$ cat src/rtl/ext_uart_pkg.sv
// ext_uart_pkg: register offsets, STATUS bit positions and FSM encoding
// shared by the ext_uart_tx transmitter and its FIFO.
package ext_uart_pkg;

    localparam logic [1:0] OFF_TXDATA  = 2'd0;
    localparam logic [1:0] OFF_STATUS  = 2'd1;
    localparam logic [1:0] OFF_BAUDDIV = 2'd2;

    localparam int ST_FULL  = 0;
    localparam int ST_EMPTY = 1;
    localparam int ST_BUSY  = 2;
    localparam int ST_OVF   = 3;
    localparam int ST_DONE  = 4;
    localparam int ST_COUNT = 8;

    typedef enum logic [1:0] {
        S_IDLE  = 2'd0,
        S_START = 2'd1,
        S_DATA  = 2'd2,
        S_STOP  = 2'd3
    } tx_state_e;

endpackage

$ cat src/rtl/ext_uart_tx_if.sv
// ext_uart_tx_if: external bus of the MIPS system as seen by the UART.
// master = CPU/memory side, slave = peripheral side.
interface ext_uart_tx_if;

    logic        ext_write_en;
    logic        ext_read_en;
    logic [31:0] ext_addr;
    logic [31:0] ext_write_data;
    logic [31:0] ext_data_out;

    modport master (
        output ext_write_en,
        output ext_read_en,
        output ext_addr,
        output ext_write_data,
        input  ext_data_out
    );

    modport slave (
        input  ext_write_en,
        input  ext_read_en,
        input  ext_addr,
        input  ext_write_data,
        output ext_data_out
    );

endinterface

$ cat src/rtl/ext_uart_fifo.sv
// ext_uart_fifo: synchronous circular byte FIFO, depth 2**AW.
// Push while full and pop while empty are ignored.
module ext_uart_fifo #(
    parameter int AW = 4
) (
    input  logic         clk,
    input  logic         rst,
    input  logic         push,
    input  logic [7:0]   din,
    input  logic         pop,
    output logic [7:0]   dout,
    output logic         full,
    output logic         empty,
    output logic [AW:0]  count
);

    localparam int DEPTH = 1 << AW;

    logic [7:0]    mem [DEPTH];
    logic [AW-1:0] wr_ptr;
    logic [AW-1:0] rd_ptr;
    logic          do_push;
    logic          do_pop;

    // count never exceeds DEPTH, so its MSB alone marks full
    assign full    = count[AW];
    assign empty   = (count == '0);
    assign do_push = push & ~full;
    assign do_pop  = pop & ~empty;
    assign dout    = mem[rd_ptr];

    always_ff @(posedge clk) begin
        if (do_push) begin
            mem[wr_ptr] <= din;
        end
    end

    always_ff @(posedge clk or negedge rst) begin
        if (!rst) begin
            wr_ptr <= '0;
            rd_ptr <= '0;
            count  <= '0;
        end else begin
            if (do_push) begin
                wr_ptr <= wr_ptr + AW'(1);
            end
            if (do_pop) begin
                rd_ptr <= rd_ptr + AW'(1);
            end
            unique case ({do_push, do_pop})
                2'b10:   count <= count + (AW+1)'(1);
                2'b01:   count <= count - (AW+1)'(1);
                default: count <= count;
            endcase
        end
    end

endmodule

$ cat src/rtl/ext_uart_tx.sv
// ext_uart_tx: memory-mapped 8N1 UART transmitter with byte FIFO.
// Define EXT_UART_TX_IRQ_EN to add STATUS.done_pending and the irq output.
module ext_uart_tx
    import ext_uart_pkg::*;
#(
    parameter logic [31:0] BASE_ADDR   = 32'hFFFF_0000,
    parameter int          FIFO_AW     = 4,
    parameter logic [15:0] DEFAULT_DIV = 16'd433
) (
    input  logic         clk,
    input  logic         rst,
    ext_uart_tx_if.slave bus,
`ifdef EXT_UART_TX_IRQ_EN
    output logic         irq,
`endif
    output logic         uart_tx
);

    logic              hit;
    logic [1:0]        off;
    logic              wr_hit;
    logic              push_req;
    logic              st_wr;
    logic              div_wr;

    logic              fifo_full;
    logic              fifo_empty;
    logic [FIFO_AW:0]  fifo_count;
    logic [7:0]        fifo_dout;
    logic              pop;

    logic [15:0]       div_q;
    logic              ovf_q;
    logic              done_q;
    logic [31:0]       status;

    tx_state_e         state_q, state_d;
    logic [15:0]       cnt_q, cnt_d;
    logic [2:0]        bit_q, bit_d;
    logic [7:0]        shift_q, shift_d;
    logic              tx_q, tx_d;
    logic              leave_stop;

    assign hit      = (bus.ext_addr[31:4] == BASE_ADDR[31:4]);
    assign off      = bus.ext_addr[3:2];
    assign wr_hit   = bus.ext_write_en & hit;
    assign push_req = wr_hit & (off == OFF_TXDATA);
    assign st_wr    = wr_hit & (off == OFF_STATUS);
    assign div_wr   = wr_hit & (off == OFF_BAUDDIV);

    ext_uart_fifo #(
        .AW(FIFO_AW)
    ) u_fifo (
        .clk   (clk),
        .rst   (rst),
        .push  (push_req),
        .din   (bus.ext_write_data[7:0]),
        .pop   (pop),
        .dout  (fifo_dout),
        .full  (fifo_full),
        .empty (fifo_empty),
        .count (fifo_count)
    );

    // full is the pre-edge value, so a push onto a full FIFO is
    // dropped even when the FSM pops in the same cycle
    always_ff @(posedge clk or negedge rst) begin
        if (!rst) begin
            div_q <= DEFAULT_DIV;
            ovf_q <= 1'b0;
        end else begin
            if (div_wr) begin
                div_q <= bus.ext_write_data[15:0];
            end
            if (push_req && fifo_full) begin
                ovf_q <= 1'b1;
            end else if (st_wr && bus.ext_write_data[ST_OVF]) begin
                ovf_q <= 1'b0;
            end
        end
    end

`ifdef EXT_UART_TX_IRQ_EN
    always_ff @(posedge clk or negedge rst) begin
        if (!rst) begin
            done_q <= 1'b0;
        end else if (leave_stop && fifo_empty) begin
            done_q <= 1'b1;
        end else if (st_wr && bus.ext_write_data[ST_DONE]) begin
            done_q <= 1'b0;
        end
    end

    assign irq = done_q;

    logic unused_bits;
    assign unused_bits = ^{bus.ext_write_data[31:16], bus.ext_addr[1:0]};
`else
    assign done_q = 1'b0;

    logic unused_bits;
    assign unused_bits = ^{bus.ext_write_data[31:16], bus.ext_addr[1:0],
                           leave_stop};
`endif

    always_comb begin
        status                          = '0;
        status[ST_FULL]                 = fifo_full;
        status[ST_EMPTY]                = fifo_empty;
        status[ST_BUSY]                 = (state_q != S_IDLE);
        status[ST_OVF]                  = ovf_q;
        status[ST_DONE]                 = done_q;
        status[ST_COUNT +: FIFO_AW+1]   = fifo_count;
    end

    always_comb begin
        bus.ext_data_out = '0;
        if (bus.ext_read_en && hit) begin
            unique case (off)
                OFF_STATUS:  bus.ext_data_out = status;
                OFF_BAUDDIV: bus.ext_data_out = {16'h0, div_q};
                default:     bus.ext_data_out = '0;
            endcase
        end
    end

    always_ff @(posedge clk or negedge rst) begin
        if (!rst) begin
            state_q <= S_IDLE;
            cnt_q   <= '0;
            bit_q   <= '0;
            shift_q <= '0;
            tx_q    <= 1'b1;
        end else begin
            state_q <= state_d;
            cnt_q   <= cnt_d;
            bit_q   <= bit_d;
            shift_q <= shift_d;
            tx_q    <= tx_d;
        end
    end

    // the baud counter reloads from the live divisor at each bit start,
    // so a divisor write mid-frame applies from the next bit onward
    always_comb begin
        state_d    = state_q;
        cnt_d      = cnt_q;
        bit_d      = bit_q;
        shift_d    = shift_q;
        pop        = 1'b0;
        leave_stop = 1'b0;
        unique case (state_q)
            S_IDLE: begin
                if (!fifo_empty) begin
                    pop     = 1'b1;
                    shift_d = fifo_dout;
                    cnt_d   = div_q;
                    state_d = S_START;
                end
            end
            S_START: begin
                if (cnt_q == '0) begin
                    cnt_d   = div_q;
                    bit_d   = '0;
                    state_d = S_DATA;
                end else begin
                    cnt_d = cnt_q - 16'd1;
                end
            end
            S_DATA: begin
                if (cnt_q == '0) begin
                    cnt_d = div_q;
                    if (bit_q == 3'd7) begin
                        state_d = S_STOP;
                    end else begin
                        bit_d   = bit_q + 3'd1;
                        shift_d = shift_q >> 1;
                    end
                end else begin
                    cnt_d = cnt_q - 16'd1;
                end
            end
            S_STOP: begin
                if (cnt_q == '0) begin
                    leave_stop = 1'b1;
                    state_d    = S_IDLE;
                end else begin
                    cnt_d = cnt_q - 16'd1;
                end
            end
        endcase
    end

    // line level follows the next state so it is registered glitch-free
    always_comb begin
        tx_d = 1'b1;
        unique case (state_d)
            S_START: tx_d = 1'b0;
            S_DATA:  tx_d = shift_d[0];
            default: tx_d = 1'b1;
        endcase
    end

    assign uart_tx = tx_q;

endmodule

$ cat src/flat_wrapper.sv
// flat-port wrapper written by rule: the top's interface ports become plain ports
module ext_uart_tx_flat import ext_uart_pkg::*;
#(
    parameter logic [31:0] BASE_ADDR   = 32'hFFFF_0000,
    parameter int          FIFO_AW     = 4,
    parameter logic [15:0] DEFAULT_DIV = 16'd433
)
  (clk, rst, uart_tx, bus_ext_write_en, bus_ext_read_en, bus_ext_addr, bus_ext_write_data, bus_ext_data_out);
  ext_uart_tx_if bus_i ();
  input  logic clk;
  input  logic rst;
  output logic uart_tx;
  input wire logic [$bits(bus_i.ext_write_en)-1:0] bus_ext_write_en;
  input wire logic [$bits(bus_i.ext_read_en)-1:0] bus_ext_read_en;
  input wire logic [$bits(bus_i.ext_addr)-1:0] bus_ext_addr;
  input wire logic [$bits(bus_i.ext_write_data)-1:0] bus_ext_write_data;
  output wire logic [$bits(bus_i.ext_data_out)-1:0] bus_ext_data_out;
  assign bus_i.ext_write_en = bus_ext_write_en;
  assign bus_i.ext_read_en = bus_ext_read_en;
  assign bus_i.ext_addr = bus_ext_addr;
  assign bus_i.ext_write_data = bus_ext_write_data;
  assign bus_ext_data_out = bus_i.ext_data_out;
  ext_uart_tx #(.BASE_ADDR(BASE_ADDR), .FIFO_AW(FIFO_AW), .DEFAULT_DIV(DEFAULT_DIV)) u_core (.clk(clk), .rst(rst), .bus(bus_i), .uart_tx(uart_tx));
endmodule
$ cat config.mk
export PLATFORM = sky130hd
export DESIGN_NAME = ext_uart_tx_flat
export DESIGN_NICKNAME = d
export VERILOG_FILES = /design/src/rtl/ext_uart_pkg.sv /design/src/rtl/ext_uart_tx_if.sv /design/src/rtl/ext_uart_fifo.sv /design/src/rtl/ext_uart_tx.sv /design/src/flat_wrapper.sv
export SDC_FILE = /design/constraint.sdc
export NUM_CORES = 1
export LEC_CHECK = 0
export ABC_AREA = 1
export CELL_PAD_IN_SITES_DETAIL_PLACEMENT = 2
export CELL_PAD_IN_SITES_GLOBAL_PLACEMENT = 2
export CORE_AREA = 2 2 163 165
export CTS_CLUSTER_DIAMETER = 50
export DETAILED_ROUTE_END_ITERATION = 16
export DIE_AREA = 0 0 165 167
export PLACE_DENSITY_LB_ADDON = 0.1
export SYNTH_ARGS = -nofsm -noshare
export SYNTH_HDL_FRONTEND = slang
export SYNTH_HIERARCHICAL = 1
export SYNTH_SLANG_ARGS = --single-unit
$ cat constraint.sdc
create_clock -name clk -period 4.1 [get_ports clk]
set_input_delay 0.615 -clock clk [delete_from_list [all_inputs] [get_ports clk]]
set_output_delay 0.615 -clock clk [all_outputs]
set_load 0.02 [all_outputs]
==> impl_results.md <==
- Post-synth EDFFs: 128
- Ys async rst share: 31.9%
- Final WL: slightly above 30000 um
- Synthesis-to-layout area growth: 17.1%
- Total CTS buffers: 17
- Synth unique cells: 42
- Final instance area: between 0.01 and 0.015 mm^2
- Clk root buf: clkbuf_16
- Synth warn: 6
- Seq cells post-synth: about 190
- Critical Path RT: between 3000 and 4000 ps
- Max cap viols: 0
- Slew @ Worst Pin: about 900 ps
- Syn avg cell area: just under 9 um^2
- Cell taking the most area after synthesis: edfxtp_1
- Vias per cell: roughly 5.0
- Final min period: around 3600 ps
- Gate Count Post-Synth: 1100
- Initial antenna violation count: 0
- 1st-iter DRT viols: approximately 470
- Rel. slew slack: 40.1%
- Die Y: between 150 and 200 um
- Number of antenna diodes: 0
- Largest net degree at the start of global routing: 82
- GRT Total Usage: 23.4%
- Sink Count: 188
- Dominant synthesized flop cell: edfxtp_1
- Mapped Area: 0.00962 mm^2
- Status: complete, no violations
- WS Path Type: in -> out
- Vias in the first global route: roughly 8600
- CTS resizes: 0
- Critical path peak fanout: 7
- Final core utilization: 43.8%
- Routed vias: between 7000 and 8000
- DRC viols: 0
- Leak: roughly 5 nW
- Final Skew: between 15 and 20 ps
- Die Wd: between 150 and 200 um
- Pwr Total: roughly 0.0050 W
- RSZ-0062 raised after global routing: no
- Row cnt: slightly below 60
- Initial core utilization: ~37%
- Average wire per standard cell: around 20 um
- TritonCTS clock tree: built
- Critical Path AT: a little under 3000 ps
- Postcts setup bufs: 0
- F_max: roughly 0.28 GHz
- Fillers: 2814
- Min-Delay Path Class: in -> async
- Final #Nets: roughly 1300
- Setup crit start kind: input pin
- PortBufs: 66
- Worst VDD drop: 0.254 mV
- Fin Hold WS: between 200 and 300 ps
- Remaining antenna violation count after routing: 0
- Yosys top cell area share: 39.9%
- Cts-stage hold buffer count: 0
- Die ar.: 0.0276 mm^2
- Total congestion overflow: 0
- Placed cell area: approximately 0.011 mm^2
- Io pins: about 100
- Seq/Total Area, Yosys: a little under three fifths
- Placer congestion estimate: 0.758
- Synth area leaders: edfxtp_1 40%, nand2_1 15%, dfrtp_1 14%
- Worst skew pair latency: roughly 450 ps
- Hold Fails Final Rpt: 0
- Power Density: 440 mW/mm^2
- Longest Clk Path Bufs: 2
- H-tree depth: 4
- Fin Setup TNS: 0 ps
- Layout cell share with drive strength beyond 1: 8.92%
- Count of pins over their slew limit: 0
- Core ar.: ~0.026 mm^2
- Crit end category: output port
- Worst-path clk slew: ~80 ps
- Setup violations, final: 0
- First-pass GRT wire length: 48900 um
- DRT Pass-1 Iters: 4
- Tcrit/Tclk final: 87.7%
- Post-DP HPWL: ~21000 um
## per-stage QoR
stage	setup slack, ps	std cells
2_1_floorplan	1330	1115
3_3_place_gp	429	1492
3_5_place_dp	330	1492
4_1_cts	410	1524
5_1_grt	284	1524
6_report	504	1524
## cells in the final DEF, fill, tap and decap left out, types with 10 or more instances in the layout
cell type,synthesis,layout
dfrtp_1,54,53
clkbuf_16,0,17
xor2_1,10,10
edfxtp_1,128,128
ha_1,20,20
nand4_1,36,36
buf_4,21,30
nor2_1,121,121
nand3_1,78,78
conb_1,1,16
clkdlybuf4s50_1,0,65
a21oi_1,22,22
o21ai_0,13,13
nand2_1,381,381
inv_1,111,111
## report_power, final
| group | switching (W) | total [W] | internal [W] |
|---|---|---|---|
| clock | 0.000884 | 0.00172 | 0.000836 |
| combinational | 0.000746 | 0.00108 | 0.000332 |
| sequential | 0.0000685 | 0.00216 | 0.00209 |
| total | 0.00170 | 0.00496 | 0.00326 |
## kinds of logic (layout without fill, tap and decap cells)
logic type	Yosys count	in the layout	synth area share [%]
AO/OA/AOI/OAI	57	57	3.58
XOR/XNOR	13	13	1.18
adder cells (fa/ha/maj)	21	21	2.81
buffers and inverters	172	246	8.18
flip-flops	188	188	55.6
other	1	16	0.0390
AND/OR/NAND/NOR	648	648	28.6
## path summary, 6_finish.rpt
| kind | from | to | slack, ps | depth (start not counted) |
|---|---|---|---|---|
| worst max-delay path | bus_ext_addr[5] | bus_ext_data_out[14] | 500 | 7 |
| worst min-delay path | rst | u_core/bit_q[1] | 260 | 1 |
| worst max register to register | u_core/u_fifo/count[4] | u_core/u_fifo/count[4] | 710 | 15 |
| worst min register to register | u_core/div_q[0] | u_core/div_q[0] | 500 | 2 |
| max in group asynchronous | rst | u_core/div_q[0] | 3020 | 2 |
| min in group clk | u_core/div_q[0] | u_core/div_q[0] | 500 | 2 |
## state kept, by name, summed over array words and instances (netlist names)
register,flops
u_core/u_fifo/mem,128
u_core/cnt_q,16
u_core/div_q,16
u_core/shift_q,8
u_core/u_fifo/count,5
u_core/u_fifo/rd_ptr,4
u_core/u_fifo/wr_ptr,4
u_core/bit_q,3
u_core/state_q,2
u_core/ovf_q,1
u_core/uart_tx,1
## layout make-up
type / count / area [um^2] / share of cell area (%)
flip-flops and latches: 188 / 5350 / 47.5
multi-input cells: 755 / 3540 / 31.4
repair buffers: 97 / 901 / 7.99
inverters: 117 / 444 / 3.94
clock buffers: 17 / 425 / 3.77
well taps: 335 / 419 / 3.72
clock inverters: 15 / 188 / 1.66
## per-layer routing
layer	up-vias	GRT usage (%)	share of wire, %
met3	16	3.14	2.1
met1	3935	31.9	46
li1	3677	-	-
met4	0	4.39	0.70
met5	-	0	0
met2	63	40.0	51
## critical path, stage by stage
cell and delay, ps:
clkdlybuf4s50_1 400, nor4_1 300, nand3_1 130, nor2_1 290, nand2_1 260, nor3_1 290, clkdlybuf4s50_1 690
## Yosys cell counts (6+ instances only)
cell type,number
inv_1,111
nand4_1,36
dfstp_2,6
nor2_1,121
dfrtp_1,54
xor2_1,10
nand3_1,78
buf_4,21
clkbuf_1,11
o21ai_0,13
nand2_1,381
buf_2,16
a21oi_1,22
a31oi_1,6
ha_1,20
edfxtp_1,128
No activity file was read; power rests on OpenSTA's default activity.
